### src/rtl/gshare_pkg.sv
// gshare_pkg: shared types and helpers for the gshare predictor.
// Counter encoding, saturating update and checkpoint entry.
package gshare_pkg;

  localparam int IDX_W_D = 4;

  localparam logic [1:0] SNT = 2'b00;
  localparam logic [1:0] WNT = 2'b01;
  localparam logic [1:0] WT  = 2'b10;
  localparam logic [1:0] ST  = 2'b11;

  typedef struct packed {
    logic [IDX_W_D-1:0] idx;
    logic               pred;
  } ckpt_t;

  function automatic logic [1:0] sat_next(
    input logic [1:0] cnt,
    input logic       taken
  );
    logic [1:0] n;
    n = cnt;
    unique case (1'b1)
      taken && (cnt != ST):   n = cnt + 2'd1;
      !taken && (cnt != SNT): n = cnt - 2'd1;
      default:                n = cnt;
    endcase
    return n;
  endfunction

endpackage

### src/rtl/bpred_ckpt_fifo.sv
// bpred_ckpt_fifo: in-flight prediction checkpoints.
// Flush empties the queue and beats a same-cycle push.
module bpred_ckpt_fifo
  import gshare_pkg::*;
#(
  parameter int DEPTH  = 4,
  parameter int DATA_W = 5,
  localparam int PTR_W = $clog2(DEPTH)
) (
  input  logic              clk,
  input  logic              reset,
  input  logic              push,
  input  logic              pop,
  input  logic              flush,
  input  logic [DATA_W-1:0] din,
  output logic [DATA_W-1:0] dout,
  output logic              full,
  output logic              empty,
  output logic [PTR_W:0]    count
);

  logic [DATA_W-1:0] mem [DEPTH];
  logic [PTR_W-1:0]  wr;
  logic [PTR_W-1:0]  rd;
  logic              push_ok;
  logic              pop_ok;

  assign full    = count == (PTR_W+1)'(DEPTH);
  assign empty   = count == '0;
  assign push_ok = push && !full;
  assign pop_ok  = pop && !empty;
  assign dout    = mem[rd];

  // Entry storage; a flushed push is never written.
  always_ff @(posedge clk) begin
    if (push_ok && !flush) mem[wr] <= din;
  end

  // Pointers and occupancy; pointers wrap modulo DEPTH.
  always_ff @(posedge clk or posedge reset) begin
    if (reset) begin
      wr    <= '0;
      rd    <= '0;
      count <= '0;
    end else if (flush) begin
      wr    <= '0;
      rd    <= '0;
      count <= '0;
    end else begin
      if (push_ok) wr <= wr + 1'b1;
      if (pop_ok)  rd <= rd + 1'b1;
      count <= count
             + {{PTR_W{1'b0}}, push_ok}
             - {{PTR_W{1'b0}}, pop_ok};
    end
  end

endmodule

### src/rtl/gshare_ctrl.sv
// gshare_ctrl: gshare predictor with speculative GHR,
// checkpoint FIFO and mispredict repair.
module gshare_ctrl
  import gshare_pkg::*;
#(
  parameter int IDX_W  = IDX_W_D,
  parameter int HIST_W = 4,
  parameter int DEPTH  = 4,
  parameter int PC_W   = 32
) (
  input  logic                   clk,
  input  logic                   reset,
  input  logic                   pred_valid,
  input  logic [PC_W-1:0]        pred_pc,
  output logic                   pred_ready,
  output logic                   prediction,
  input  logic                   res_valid,
  input  logic                   res_taken,
  output logic                   res_ready,
  output logic                   mispredict,
  output logic [$clog2(DEPTH):0] inflight
);

  logic [1:0]        tbl [2**IDX_W];
  logic [HIST_W-1:0] ghr_spec;
  logic [HIST_W-1:0] ghr_commit;
  logic [HIST_W-1:0] spec_nxt;
  logic [HIST_W-1:0] commit_nxt;
  logic [IDX_W-1:0]  ghr_ext;
  logic [IDX_W-1:0]  idx;
  ckpt_t             push_d;
  ckpt_t             head;
  logic              full;
  logic              empty;
  logic              pred_acc;
  logic              res_acc;
  logic              mis;

  // Hash the PC word index with the speculative history.
  always_comb begin
    ghr_ext = '0;
    ghr_ext[HIST_W-1:0] = ghr_spec;
    idx = pred_pc[IDX_W+1:2] ^ ghr_ext;
  end

  // Next history values: shift in the newest outcome.
  always_comb begin
    spec_nxt      = ghr_spec << 1;
    spec_nxt[0]   = prediction;
    commit_nxt    = ghr_commit << 1;
    commit_nxt[0] = res_taken;
  end

  assign prediction = tbl[idx][1];
  assign pred_ready = !full;
  assign res_ready  = !empty;
  assign pred_acc   = pred_valid && pred_ready;
  assign res_acc    = res_valid && res_ready;
  assign mis        = res_acc && (res_taken != head.pred);
  assign push_d     = '{idx: idx, pred: prediction};

  bpred_ckpt_fifo #(
    .DEPTH  (DEPTH),
    .DATA_W ($bits(ckpt_t))
  ) u_fifo (
    .clk   (clk),
    .reset (reset),
    .push  (pred_acc),
    .pop   (res_acc),
    .flush (mis),
    .din   (push_d),
    .dout  (head),
    .full  (full),
    .empty (empty),
    .count (inflight)
  );

  // Train the counter of the resolving branch.
  always_ff @(posedge clk or posedge reset) begin
    if (reset) begin
      for (int i = 0; i < 2**IDX_W; i++) tbl[i] <= SNT;
    end else if (res_acc) begin
      tbl[head.idx] <= sat_next(tbl[head.idx], res_taken);
    end
  end

  // Histories; a mispredict rebuilds spec from commit.
  always_ff @(posedge clk or posedge reset) begin
    if (reset) begin
      ghr_spec   <= '0;
      ghr_commit <= '0;
      mispredict <= 1'b0;
    end else begin
      mispredict <= mis;
      if (res_acc) ghr_commit <= commit_nxt;
      if (mis)
        ghr_spec <= commit_nxt;
      else if (pred_acc)
        ghr_spec <= spec_nxt;
    end
  end

endmodule
### config.mk
export PLATFORM = sky130hd
export DESIGN_NAME = gshare_ctrl
export DESIGN_NICKNAME = d
export VERILOG_FILES = /design/src/rtl/gshare_pkg.sv /design/src/rtl/bpred_ckpt_fifo.sv /design/src/rtl/gshare_ctrl.sv
export SDC_FILE = /design/constraint.sdc
export NUM_CORES = 1
export LEC_CHECK = 0
export CORE_MARGIN = 10
export CORE_UTILIZATION = 55
export CTS_CLUSTER_SIZE = 12
export DETAILED_ROUTE_END_ITERATION = 8
export GPL_TIMING_DRIVEN = 0
export MAX_ROUTING_LAYER = met4
export PLACE_DENSITY = 0.82
export SYNTH_ARGS = -nofsm -noshare
export SYNTH_HDL_FRONTEND = slang
export SYNTH_SLANG_ARGS = --single-unit
### constraint.sdc
create_clock -name clk -period 3.7 [get_ports clk]
set_input_delay 0.37 -clock clk [delete_from_list [all_inputs] [get_ports clk]]
set_output_delay 0.37 -clock clk [all_outputs]
set_load 0.005 [all_outputs]
* Yosys cells after proc, flatten, opt, wreduce, memory -nomap -nowiden
Memory sizes are Yosys's and may differ from the RTL's.
Index checks and enable logic that the tools add are counted.
** Word-level totals
- Register bits :: 47
- Bits in writable memories :: 20
- Input bits :: 37
- Output and inout port bits :: 7
- Word-level logic and storage cells :: 76
- Memories :: 1
** Cells by class
- Add/subtract/negate cells :: 6
- Order comparisons :: 3
- Equal/unequal tests :: 3
- Multiplexer cells :: 20
- Bitwise operators :: 3
- Reductions and logical operators :: 18
** Memory list
- u_fifo.mem :: depth 4, width 5, rd ports 1, clocked after memory_dff 0, wr ports 1, RTL line bpred_ckpt_fifo.sv:22 : logic [DATA_W-1:0] mem [DEPTH];
** Operators by type and width (count)
- 32-bit bitwise mux :: 1
- 2-bit two-way mux :: 10
- 2-bit binary-select mux with 4-bit select :: 2
- 5-bit >= comparator, second input constant :: 2
- 4-bit inverter with 5-bit output :: 2
- 1-bit logical AND :: 9
- 2-bit demux with 4-bit select :: 1
- 4-bit two-way mux :: 2
- 2-bit nonzero test :: 4
- 2-bit by 1-bit adder with 2-bit output, second input constant :: 3
- 5-bit by 1-bit < comparator with 1-bit output, second input constant :: 1
- 1-bit logical NOT :: 4
- 2-bit one-hot mux with 2 select lines :: 1
- 4-bit XOR :: 1
- 3-bit by 1-bit adder with 3-bit output :: 1
- 3-bit == test, second input constant :: 1
- 3-bit logical NOT :: 1
- 3-bit two-way mux :: 1
- 3-bit by 1-bit subtractor with 3-bit output :: 1
- 1-bit two-way mux :: 2
- 2-bit != test, second input constant :: 1
- 2-bit by 1-bit subtractor with 2-bit output, second input constant :: 1
- 1-bit != test :: 1

* Logic depth before layout (Yosys ltp)
An unclocked memory read counts as a cell.
- Depth after elaboration :: 10
- Gate-level depth with buffers :: 11
- Mapped depth without buffers :: 11

* By module
From an unflattened synthesis, not the netlist that was laid out.
** Unflattened totals
- Cells, all modules :: 248
- Area total of the unflattened synthesis :: 3340.7 µm²
** By module, submodules not included
- gshare_ctrl :: instances 1, cells an instance 174, area an instance 2159.6 µm², seq. area each 1001.0 µm²
- bpred_ckpt_fifo :: instances 1, cells an instance 74, area an instance 1181.1 µm², seq. area each 775.7 µm²

* Least setup slack after synthesis
No wires, ideal clock.
- Path kind :: reg2reg
- From :: register u_fifo.count[1]
- To :: register u_fifo.count[2]
- Library setup time :: 120 ps
- Arrival time :: 2493 ps
- Required time :: 3580 ps
- Setup slack :: 1087 ps
- Cell stages (with the launch flop) :: 12
- Buffers on the path :: 0
- Clock period less this slack :: 2613 ps
- Cells stage by stage :: dfrtp_1 or3_1 nand2_1 clkinv_1 ha_1 inv_1 ha_1 inv_1 fa_1 xor2_1 xnor2_1 nor2_1
** Between the ends
- Elaborated cells on any way between the ends :: 12
- Classes of those cells :: 2 x add/sub; 1 x eq/ne; 1 x mux; 8 x reduce/logical
** RTL lines
- start: declaration :: RTL line bpred_ckpt_fifo.sv:19 : output logic [PTR_W:0] count
- start signal: assignment :: RTL line bpred_ckpt_fifo.sv:52 : count <= count
- 3-bit logical NOT (*) :: RTL line bpred_ckpt_fifo.sv:29 : assign empty = count == '0;
- 1-bit logical NOT (*) :: RTL line gshare_ctrl.sv:56 : assign res_ready = !empty;
- via res_ready :: RTL line gshare_ctrl.sv:19 : output logic res_ready,
- 1-bit logical AND (*) :: RTL line gshare_ctrl.sv:58 : assign res_acc = res_valid && res_ready;
- via res_acc :: RTL line gshare_ctrl.sv:36 : logic res_acc;
- 1-bit logical AND :: RTL line bpred_ckpt_fifo.sv:31 : assign pop_ok = pop && !empty;
- 3-bit by 1-bit subtractor with 3-bit output :: RTL line bpred_ckpt_fifo.sv:54 : - {{PTR_W{1'b0}}, pop_ok};
- 3-bit two-way mux (*) :: RTL line bpred_ckpt_fifo.sv:45 : end else if (flush) begin
Mark *: on every way through the listed nets, which the timed path passes. The rest lies on a longest branch.
A chain may end at the register's enable or synchronous reset.

* Final worst setup path
- From :: input port pred_pc[3]
- To :: output port prediction
** Between the ends
- Cells in the longest elaborated chain, start to end :: 5
** Ends and longest elaborated chain
- start: declaration :: RTL line gshare_ctrl.sv:14 : input logic [PC_W-1:0] pred_pc,
- 4-bit XOR :: RTL line gshare_ctrl.sv:43 : idx = pred_pc[IDX_W+1:2] ^ ghr_ext;
- via idx[1] :: RTL line gshare_ctrl.sv:30 : logic [IDX_W-1:0] idx;
- 4-bit inverter with 5-bit output (not written as such) :: RTL line gshare_ctrl.sv:54 : assign prediction = tbl[idx][1];
- 2-bit binary-select mux with 4-bit select :: RTL line gshare_ctrl.sv:54
- 2-bit two-way mux (not written as such) (2 in series) :: RTL line gshare_ctrl.sv:54
- end: declaration :: RTL line gshare_ctrl.sv:16 : output logic prediction,
The timed path passes the listed nets, and every way through them passes these cells. The select of a mux whose other input is x is not followed.

==> flow_summary_export.csv <==
group,metric,value,unit
cts,postCtsResizedCells,0,
pwr,vdd_drop_max,0.5692,mV
route,wl_per_cell,18.15,um
worst_setup_path,r2r_slack,0.61,ns
logic_synthesis,synth_ff_type,"dfrtp_1",
die,initial_core_util,56.72,%
place,io_buffers,13,
worst_setup_path,r2r_start,"u_fifo.count[1]$_DFF_PP0_",
route,drc,0,
cts,cts_tree,"built",
logic_synthesis,synth_top_cells_by_count,"dfrtp_1, mux2_2, nand2_1",
global_route,grt_overflow,0,
worst_hold_path,hold_path_class,"primary input to asynchronous set/reset pin",
logic_synthesis,async_flop_share,70.15,%
sta,fin_crit,3.402,ns
worst_setup_path,end_kind,"output port",
die,core-area,0.005956,mm2
finish,n_antenna_cell,0,
pwr,intPower,2.270,mW
logic_synthesis,synth_area_leader_cell,"dfrtp_1",
cts,insertion_delay,0.35,ns
logic_synthesis,synth_seq_area_share,52.59,%
finish,drive_above_1_share,26.21,%
logic_synthesis,synth.most_common_cell,"dfrtp_1",
route,drt-initial-drc-count,146,
sta,period_share,91.95,%
logic_synthesis,synthCells,260,
logic_synthesis,yosys-top-cells-area,"dfrtp_1, edfxtp_1, mux2_2, mux4_2, mux2i_1",
worst_setup_path,rr_endpoint,"u_fifo.count[2]$_DFF_PP0_",
sta,hold_viol_final,0,
worst_setup_path,startpoint_type,"primary input",
global_route,grt_usage,14.38,%
pwr,p_leak,1.680,nW
cts,cts_hold_buf,0,
worst_setup_path,ff2ff_path_depth,11,
logic_synthesis,synth_top_cell_area_share,34.81,%
sta,finalMaxSlewViolations,0,
flow_run,cap_viol_max_count,0,
worst_setup_path,required,3.33,ns
place,hpwlAfterDp,4.860,mm
pwr,clkPwrFrac,18.5,%
die,die_h,98.37,um
route,via_per_inst,5.896,
die,dieArea,0.009677,mm2
global_route,grt_pass1_wl,10.91,mm
worst_setup_path,cp.arrival,3.03,ns
finish,nets,329,
cts,clk_pin_slew_worst_paths,0.07,ns
sta,tightestPinTransition,0.6208,ns
die,fp-row-count,28,
logic_synthesis,synth_edf_count,20,
sta,finalSetupViolations,0,
finish,syn_to_final_growth,13.85,%
cts,cts_setup_buffers,0,
place,place.gp.congestion,0.8597,
pwr,p_comb_share,45.0,%
logic_synthesis,yosysUniqueCellTypes,34,
die,pin_count,44,
sta,skew,0.009791,ns
finish,fillers,446,
logic_synthesis,syn_area_per_cell,12.99,um2
route,drt-total-wl,6.626,mm
worst_setup_path,worstPathMaxFanout,8,
logic_synthesis,ys_warn_count,0,
die,fp.dieW,98.37,um
pwr,switching_share,35.99,%
global_route,grt_pass1_vias,2178,
cts,cts_root_buffer,"clkbuf_8",
cts,numCtsBuffers,9,
sta,slew_headroom,58.61,%
sta,rsz0062_at_grt,"false",
pwr,seq_power_share,36.5,%
sta,timing.setup.tns,0,ns
global_route,grt_max_degree,31,
cts,cts_htree_levels,3,
pwr,power,3.546,mW
pwr,powerDensity,921.9,mW/mm2
route,drt_first_pass_iters,4,
cts,cts.sinks,67,
logic_synthesis,synth_nets,304,
sta,fmax,293.9,MHz
pwr,switching_power,1.276,mW
global_route,antenna_found_initial,0,
route,vias,2152,
logic_synthesis,syn-cell-area,0.003378,mm2
cts,clk_path_buf_depth,2,
worst_setup_path,criticalPathCategory,"primary input to output port",
outcome,outcome,"finished, final reports clean",
route,drtAntennaViolNets,0,
logic_synthesis,ys_ff_latch,67,
-- critical path, cell delays in order --
cell and delay, ns:
clkdlybuf4s50_1 0.50, xor2_2 0.47, mux4_2 0.59, mux2i_1 0.36
mux2i_1 0.23, clkdlybuf4s50_1 0.50
-- registers in the layout, indices dropped and copies added, names as in the netlist --
signal,flops
u_fifo.wr,2
ghr_commit,3
u_fifo.mem,20
u_fifo.count,3
ghr_ext,4
u_fifo.rd,2
mispredict,1
tbl,32
-- placed cells by master (no fill, tap or decap), types with 2 or more instances in the layout --
cell type and instances:
mux2i_1 17, nor2b_1 7, xnor2_1 2, nand2b_1 4, nand2_1 35, buf_2 3, mux2_2 35, clkbuf_8 9
bufinv_16 2, and3_1 7, mux4_2 13, o21ai_0 2, clkinv_1 2, maj3_2 4, clkbuf_1 6, nor3b_1 2
xor2_1 5, nor3_1 2, inv_1 7, clkinvlp_4 2, clkdlybuf4s50_1 13, buf_6 2, edfxtp_1 20, dfrtp_1 47
ha_1 6, a21o_1 2, nor2_1 13, nand4_1 2, a31oi_1 4, o211ai_1 2
-- how the worst max path moves through the flow --
stage	start	end	slack [ns]	cells after the start
after global placement	pred_pc[3]	prediction	0.07	6
after CTS	pred_pc[3]	prediction	0.05	6
after global routing	pred_pc[3]	prediction	0.14	6
after floorplan	u_fifo.count[1]$_DFF_PP0_	u_fifo.count[2]$_DFF_PP0_	1.09	11
after detailed placement	pred_pc[3]	prediction	0.06	6
final	pred_pc[3]	prediction	0.30	6
-- power by group through the flow --
stage          Sequential [mW]  Combinational (mW)  Clock (mW)
3_3_place_gp              1.28                1.53           0
6_report                  1.29                1.60       0.655
3_5_place_dp              1.30                1.59           0
4_1_cts                   1.29                1.60       0.665
5_1_grt                   1.33                1.76       0.697
2_1_floorplan             1.24                1.22           0
-- per-layer routing --
metal  track usage [%]  vias to the layer above  routed length (um)
met3             3.312                       11                 205
met4             6.505                        0                 134
met2             22.69                       52                3400
met1             17.12                     1109                2885
met5                 -                        -                   0
li1                  -                      980                   -
-- cells by family after synthesis --
family,share of synthesized area [%]
AOI/OAI and AO/OA,2.296
xor gates and xnor gates,2.074
buffers and inverters,2.777
DFF,52.59
adders and majority gates,4.148
muxes,25.37
and+or+nand+nor,10.74
-- final cells by class --
cell class / count / area (um2) / share of cell area [%]
inverter: 9 / 33.78 / 0.8783
clock inverter: 7 / 92.59 / 2.407
multi-input combinational: 173 / 1515 / 39.39
sequential: 67 / 1777 / 46.19
clock buffer: 9 / 123.9 / 3.221
timing repair buffer: 14 / 150.1 / 3.904
buffer: 11 / 60.06 / 1.561
tap: 75 / 93.84 / 2.440
-- per-stage QoR --
stage / instances / instance area [um2] / hold WS (ns) / setup slack (ns) / utilization (%)
after floorplan: 260 / 3378 / 0.4465 / 1.087 / -
after global placement: 348 / 3602 / 0.4642 / 0.07125 / 60.48
after detailed placement: 349 / 3622 / 0.4743 / 0.05786 / 60.82
after CTS: 365 / 3839 / 0.3389 / 0.04857 / 64.45
after global routing: 365 / 3846 / 0.3759 / 0.1381 / 64.58
final: 365 / 3846 / 0.3293 / 0.2977 / 64.58
Power figures use the tool's default switching activity.
